**config.mk**
```make
export PLATFORM = sky130hd
export DESIGN_NAME = mod_swapchain
export DESIGN_NICKNAME = d
export VERILOG_FILES = /design/src/rtl/mod_swapchain.sv
export SDC_FILE = /design/constraint.sdc
export NUM_CORES = 1
export LEC_CHECK = 0
export BUFFER_PORTS_ARGS = -buffer_cell sky130_fd_sc_hd__buf_2
export CAP_MARGIN = 0
export CELL_PAD_IN_SITES_DETAIL_PLACEMENT = 0
export CELL_PAD_IN_SITES_GLOBAL_PLACEMENT = 1
export CORE_ASPECT_RATIO = 2
export CORE_MARGIN = 4
export CORE_UTILIZATION = 46
export DETAILED_ROUTE_END_ITERATION = 12
export MAX_ROUTING_LAYER = met4
export PLACE_DENSITY_LB_ADDON = 0.12
export REMOVE_ABC_BUFFERS = 1
export SYNTH_ARGS = -nofsm -noshare
export SYNTH_HDL_FRONTEND = slang
export SYNTH_SLANG_ARGS = --single-unit
```
**constraint.sdc**
```tcl
create_clock -name CLK -period 6 [get_ports CLK]
set_clock_uncertainty 0.1 [all_clocks]
set_input_delay 0.9 -clock CLK [delete_from_list [all_inputs] [get_ports CLK]]
set_output_delay 0.9 -clock CLK [all_outputs]
set_load 0.01 [all_outputs]
```
**src/rtl/mod_swapchain.sv**
```systemverilog
// Segment switch controller: decides when the modulation sampler changes its read segment and counts loops.
// Build option MOD_SWAPCHAIN_GPIO_EN adds the GPIO_IN synchroniser and the GPIO (0x02) transition mode.

module mod_swapchain #(
    parameter int SYNC_STAGES = 2
) (
    input  logic        CLK,
    input  logic        RESET_N,
    input  logic        UPDATE,
    input  logic        REQ_RD_SEGMENT,
    input  logic [7:0]  TRANSITION_MODE,
    input  logic [63:0] TRANSITION_VALUE,
    input  logic [31:0] REP,
    input  logic [63:0] SYS_TIME,
    input  logic        LOOP_END,
    input  logic [3:0]  GPIO_IN,
    output logic        SEGMENT,
    output logic        TRANSITION,
    output logic        STOP,
    output logic        REJECT
);

    localparam logic [7:0]  MODE_SYNC_IDX  = 8'h00;
    localparam logic [7:0]  MODE_SYS_TIME  = 8'h01;
    localparam logic [7:0]  MODE_GPIO      = 8'h02;
    localparam logic [7:0]  MODE_IMMEDIATE = 8'hFF;
    localparam logic [31:0] REP_INFINITE   = 32'hFFFF_FFFF;

`ifdef MOD_SWAPCHAIN_GPIO_EN
    typedef enum logic [1:0] {
        RUN       = 2'd0,
        WAIT_IDX  = 2'd1,
        WAIT_TIME = 2'd2,
        WAIT_GPIO = 2'd3
    } state_t;
`else
    typedef enum logic [1:0] {
        RUN       = 2'd0,
        WAIT_IDX  = 2'd1,
        WAIT_TIME = 2'd2
    } state_t;
`endif

    function automatic logic mode_valid(input logic [7:0] mode);
        case (mode)
            MODE_SYNC_IDX, MODE_SYS_TIME, MODE_IMMEDIATE: mode_valid = 1'b1;
`ifdef MOD_SWAPCHAIN_GPIO_EN
            MODE_GPIO:                                    mode_valid = 1'b1;
`endif
            default:                                      mode_valid = 1'b0;
        endcase
    endfunction

    function automatic state_t mode_state(input logic [7:0] mode);
        case (mode)
            MODE_SYS_TIME: mode_state = WAIT_TIME;
`ifdef MOD_SWAPCHAIN_GPIO_EN
            MODE_GPIO:     mode_state = WAIT_GPIO;
`endif
            default:       mode_state = WAIT_IDX;
        endcase
    endfunction

    state_t      state_q, state_d;
    logic        seg_q, trans_q, stop_q, reject_q;
    logic [31:0] rep_q, cnt_q;
    logic        pend_seg_q, pend_seg_d;
    logic [63:0] pend_val_q, pend_val_d;
    logic [31:0] pend_rep_q, pend_rep_d;
    logic        do_switch, sw_seg, trig, reject_d;
    logic [31:0] sw_rep;
    logic        gpio_hit;

`ifdef MOD_SWAPCHAIN_GPIO_EN
    // GPIO synchroniser, then a registered rising-edge detector
    logic [3:0] gpio_sync_q [SYNC_STAGES];
    logic [3:0] gpio_prev_q, gpio_rise_q;

    always_ff @(posedge CLK or negedge RESET_N) begin
        if (!RESET_N) begin
            for (int i = 0; i < SYNC_STAGES; i++) gpio_sync_q[i] <= '0;
            gpio_prev_q <= '0;
            gpio_rise_q <= '0;
        end else begin
            gpio_sync_q[0] <= GPIO_IN;
            for (int i = 1; i < SYNC_STAGES; i++) gpio_sync_q[i] <= gpio_sync_q[i-1];
            gpio_prev_q <= gpio_sync_q[SYNC_STAGES-1];
            gpio_rise_q <= gpio_sync_q[SYNC_STAGES-1] & ~gpio_prev_q;
        end
    end

    assign gpio_hit = gpio_rise_q[pend_val_q[1:0]];
`else
    logic unused_gpio;
    assign unused_gpio = ^{GPIO_IN, SYNC_STAGES[0]};
    assign gpio_hit    = 1'b0;
`endif

    // Trigger evaluation and request handling; a valid UPDATE always beats a trigger
    always_comb begin
        state_d    = state_q;
        pend_seg_d = pend_seg_q;
        pend_val_d = pend_val_q;
        pend_rep_d = pend_rep_q;
        reject_d   = 1'b0;
        do_switch  = 1'b0;
        sw_seg     = pend_seg_q;
        sw_rep     = pend_rep_q;
        trig       = 1'b0;

        case (state_q)
            // a halted sampler never wraps again, so STOP stands in for LOOP_END
            WAIT_IDX:  trig = LOOP_END | stop_q;
            WAIT_TIME: trig = (SYS_TIME >= pend_val_q);
`ifdef MOD_SWAPCHAIN_GPIO_EN
            WAIT_GPIO: trig = gpio_hit;
`endif
            default:   trig = 1'b0;
        endcase

        if (UPDATE && !mode_valid(TRANSITION_MODE)) begin
            reject_d = 1'b1;
        end

        if (UPDATE && mode_valid(TRANSITION_MODE)) begin
            if (TRANSITION_MODE == MODE_IMMEDIATE) begin
                do_switch = 1'b1;
                sw_seg    = REQ_RD_SEGMENT;
                sw_rep    = REP;
                state_d   = RUN;
            end else begin
                pend_seg_d = REQ_RD_SEGMENT;
                pend_val_d = TRANSITION_VALUE;
                pend_rep_d = REP;
                state_d    = mode_state(TRANSITION_MODE);
            end
        end else if (trig) begin
            do_switch = 1'b1;
            state_d   = RUN;
        end
    end

    // Control and pending-request registers
    always_ff @(posedge CLK or negedge RESET_N) begin
        if (!RESET_N) begin
            state_q    <= RUN;
            trans_q    <= 1'b0;
            reject_q   <= 1'b0;
            pend_seg_q <= 1'b0;
            pend_val_q <= '0;
            pend_rep_q <= '0;
        end else begin
            state_q    <= state_d;
            trans_q    <= do_switch;
            reject_q   <= reject_d;
            pend_seg_q <= pend_seg_d;
            pend_val_q <= pend_val_d;
            pend_rep_q <= pend_rep_d;
        end
    end

    // Active segment and its loop counter; counting continues while a request is pending
    always_ff @(posedge CLK or negedge RESET_N) begin
        if (!RESET_N) begin
            seg_q  <= 1'b0;
            stop_q <= 1'b0;
            rep_q  <= REP_INFINITE;
            cnt_q  <= '0;
        end else if (do_switch) begin
            seg_q  <= sw_seg;
            stop_q <= 1'b0;
            rep_q  <= sw_rep;
            cnt_q  <= '0;
        end else if (LOOP_END && !stop_q && (rep_q != REP_INFINITE)) begin
            if (cnt_q == rep_q) begin
                stop_q <= 1'b1;
            end else begin
                cnt_q <= cnt_q + 32'd1;
            end
        end
    end

    assign SEGMENT    = seg_q;
    assign TRANSITION = trans_q;
    assign STOP       = stop_q;
    assign REJECT     = reject_q;

endmodule

```
[Word level (Yosys, flattened, before mapping)]
Cells that the tools add are included.
Widths: inputs -> output; s select.
Storage, ports and cells
  RAM bits: 0
  memories kept: 0
  input port bits: 177
  ROM bits: 0
  logic and storage cells: 55
  output and inout port bits: 4
  latch bits: 0
  register bits: 167
Operators by class
  multiply operators: 0
  add/subtract/negate cells: 1
  bitwise logic cells: 2
  reduce and logical (&&, ||, !) cells: 14
  equality and inequality tests: 7
  order comparisons: 1
  mux-type cells: 20
  div/mod/pow operators: 0
  shift operators: 0
Operator list (number)
  $mux 32: 5
  $ge 64x64->1: 1
  $add 32x1->32 const B: 1
  $eq 32x32->1: 1
  $ne 32x32->1 const B: 1
  $mux 1: 10
  $eq 8x1->1 const B: 1
  $eq 8x8->1 const B: 1
  $logic_not 8->1: 1
  $mux 2: 4
  $reduce_and 2->1: 3
  $reduce_bool 2->1: 3
  $logic_and 1x1->1: 4
  $reduce_or 3->1: 1
  $eq 2x1->1 const B: 1
  $eq 2x2->1 const B: 1
  $logic_not 1->1: 2
  $ne 2x2->1 const B: 1
  $pmux 1 s2: 1
  $not 1->1: 1
  $or 1x1->1: 1

[Longest topological paths before layout]
  depth after elaboration: 7
  mapped depth: 12
  gate-level depth less buffers: 10

[Worst setup path after synthesis]
OpenSTA, ideal clock, no wires.
  path type: input to register
  start: input port SYS_TIME[0]
  end: register seg_q (netlist: SEGMENT)
  setup time: 125 ps
  stages on the path: 11
  setup slack: 2682 ps
  buffers on the path: 1
  arrival: 3093 ps
  data required time: 5775 ps
  cell sequence: inv_1 > ha_1 > nand2b_1 > a2111oi_0 > nand3b_1 > nand4_1 > a211oi_1 > nand4b_1 > a311o_1 > buf_6 > mux2_4
On the way
  longest elaborated chain between the ends: 4
RTL lines
  from (decl): line 14  | input logic [63:0] SYS_TIME,
  $ge 64x64->1: line 114  | WAIT_TIME: trig = (SYS_TIME >= pend_val_q);
  $pmux 1 s2: line 111  | case (state_q)
  $mux 1: line 137  | end else if (trig) begin
  $mux 1: line 125  | if (UPDATE && mode_valid(TRANSITION_MODE)) begin
  to (signal assigned): line 170  | seg_q <= sw_seg;
  to (decl): line 65  | logic seg_q, trans_q, stop_q, reject_q;
No other way between the ends.
A chain may end at the register's enable or synchronous reset.

[Worst setup path after layout]
  start: input port SYS_TIME[55]
  end: register seg_q (netlist: SEGMENT)
The elaborated chain is that of the path after synthesis.

==> metrics.txt <==
EDFF count, synth 0; Final setup viols 0; r2r endpoint SEGMENT; final hold vios 0; WP data arrival 4.08 ns; global placement routability congestion 0.824; Critical Path RT 6.22 ns; placed cell area 10200 um2; syn avg cell area 9.76 um2; layout cell share with drive strength beyond 1 28.3%; Clock Latency Late Sink 0.43 ns; routed via count 6976; gr ovfl total 0; postcts setup bufs 0; Leakage 5.39 nW; Synth Register Bits 167; pin count of the biggest net entering global routing 80; Syn. warnings 0; maximum clock path buffer count 2; Clock transition at path regs 0.06 ns; Area Growth Syn to Fin 18.7%; Detail Route Antenna Nets 0; area share of fa/ha/maj cells after synthesis 9.19%; CP Max Fanout 25; most common cell after layout, fill and taps aside nand2_1; initial antenna violation count 2; Initial DRT Pass Iterations 4; Compound-Gate Fraction of Synth Area 7.14%; Power Dens Cells 267 nW/um2; xor/xnor share of the synthesized area 5.86%; IO Port Bufs 176; global-route wire length before repair 36.4 mm; fmax 259 MHz; Max IR drop VDD 182 uV; Initial Utilization 46.9%; RSZ-0062 raised after global routing no; Setup Crit Path Kind input pin to flop; Post-Route WL 22.1 mm; vias per inst 5.07; Layout fillers 1861; CTS Root Cell clkbuf_16; FF-to-FF Start pend_val_q[62]; Iter 0 DRT Violations 217; I/O Pins 181; Final Non-Filler Cells 1376; Slew Viols, Final 0; routed wire length per instance 16.0 um; clk sinks 167; startpoint types input pin; Post-Synthesis Cells 935; vias in the first global route 7452; global router's overall resource usage 21.5%; status completed; Tmin final 3.86 ns; CTS buffer count 17; Cell variety after synth 43; max_slew headroom 43.4%; Core Box Area 19500 um2; Reg2Reg Depth 11; DRC 0; largest family of logic cells by synthesized area simple AND/OR/NAND/NOR gates; post-synthesis mux area share 9.54%; sequential share of the synthesized area 46.2%; FFs w/ async S/R, synth 100%; CTS tree done; CTS hold repair buffers 0; final worst path period share 64.4%; final hold slack 0.357 ns; R2R setup slack 2.33 ns; Post-Syn Area 9120 um2; Synth Area in Simple Gates 17.0%; Worst Setup End Kind flop; slew of the pin with the lowest slew margin 0.846 ns; number of max-cap violations 0; die width 108 um; Hold WC Path Type input pin to asynchronous set/reset pin; hpwl dp 16.6 mm; commonest non-fill, non-tap cells in the layout nand2_1 (191), buf_2 (175), dfrtp_1 (135); Final Cell Area 10800 um2; maximum level of the CTS H-tree 4; die area 22300 um2; Most used DFF post-synth dfrtp_1; die height 207 um; # resized after CTS 0; setup TNS 0 ns; Placed Cells 1342; # rows 72; post-layout util 55.7%; nets 1346
## worst max-delay path, stage by stage
cell	delay [ns]
buf_2	0.10
ha_1	0.30
nand4_1	0.15
nor4_1	0.59
nand2_1	0.21
a211oi_1	0.31
a211oi_1	0.10
nand4b_1	0.14
a311o_2	0.64
buf_4	0.31
mux2_4	0.31
## worst max path at each step
stage	from	to	slack (ns)	cells past startpoint
floorplan	SYS_TIME[61]	SEGMENT	1.26	9
global placement	SYS_TIME[61]	SEGMENT	1.51	11
detailed placement	SYS_TIME[61]	SEGMENT	1.52	11
CTS	SYS_TIME[61]	SEGMENT	1.98	11
global route	SYS_TIME[55]	SEGMENT	1.84	11
finish	SYS_TIME[55]	SEGMENT	2.14	11
## flip-flops by register name (all words and copies together), names as in the netlist
signal,count
pend_val_q,64
cnt_q,32
pend_rep_q,32
rep_q,32
state_q,2
REJECT,1
SEGMENT,1
STOP,1
TRANSITION,1
pend_seg_q,1
## through the flow
step	worst slack, ns	power (mW)
after floorplan	1.26	1.63
after global placement	1.51	1.81
after detailed placement	1.52	1.83
after CTS	1.98	2.94
after global routing	1.84	3.07
final	2.14	2.89
## Yosys cell counts, types with 3 or more instances
| master | instances | area (um2) |
|---|---|---|
| and3_1 | 7 | 43.8 |
| dfstp_2 | 32 | 841 |
| mux2i_1 | 3 | 30.0 |
| nand2b_1 | 4 | 25.0 |
| mux2_2 | 32 | 360 |
| nor3_1 | 7 | 35.0 |
| buf_6 | 4 | 45.0 |
| nand3_1 | 16 | 80.1 |
| a21o_1 | 3 | 22.5 |
| ha_1 | 67 | 838 |
| dfrtp_1 | 135 | 3380 |
| a211oi_1 | 3 | 22.5 |
| buf_2 | 6 | 30.0 |
| nor2_1 | 46 | 173 |
| clkbuf_1 | 24 | 90.1 |
| xnor2_1 | 44 | 385 |
| a221oi_1 | 3 | 26.3 |
| mux2_4 | 32 | 480 |
| o21ai_0 | 76 | 380 |
| and4_1 | 6 | 52.6 |
| nand2_1 | 191 | 717 |
| nor2b_1 | 3 | 18.8 |
| inv_1 | 77 | 289 |
| a21oi_1 | 31 | 155 |
| nor4_1 | 8 | 50.1 |
| xor2_1 | 17 | 149 |
| nand4_1 | 36 | 225 |
| and2_1 | 6 | 37.5 |
## final cells by class
class	count	area [um2]	area share, %
Multi-Input combinational cell	656	4460	41.1
Timing Repair Buffer	183	952	8.79
Clock buffer	24	492	4.54
Inverter	77	289	2.67
Antenna cell	2	5.00	0.0462
Clock inverter	8	95.1	0.878
Tap cell	259	324	2.99
Sequential cell	167	4220	39.0
## where the power goes
group | switching (mW) | leakage, nW | internal [mW]
sequential | 0.0688 | 1.92 | 1.24
clock | 0.439 | 0.286 | 0.654
combinational | 0.265 | 3.18 | 0.222
total | 0.773 | 5.39 | 2.12
## kinds of logic (layout without fill, tap and decap cells)
family | after synthesis | in the layout
XOR/XNOR | 61 | 61
buffers and inverters | 112 | 292
other | 0 | 2
AND/OR/NAND/NOR | 340 | 340
AO/OA/AOI/OAI | 121 | 121
flip-flops | 167 | 167
adder cells (fa/ha/maj) | 67 | 67
multiplexers | 67 | 67
## metal layers
metal,vias up,share of wire (%),GRT usage [%]
li1,3486,-,-
met1,3300,38,23.4
met2,148,55,37.4
met3,42,3.9,4.45
met4,0,3.1,8.85
met5,-,0,-
No activity file was read; power rests on OpenSTA's default activity.
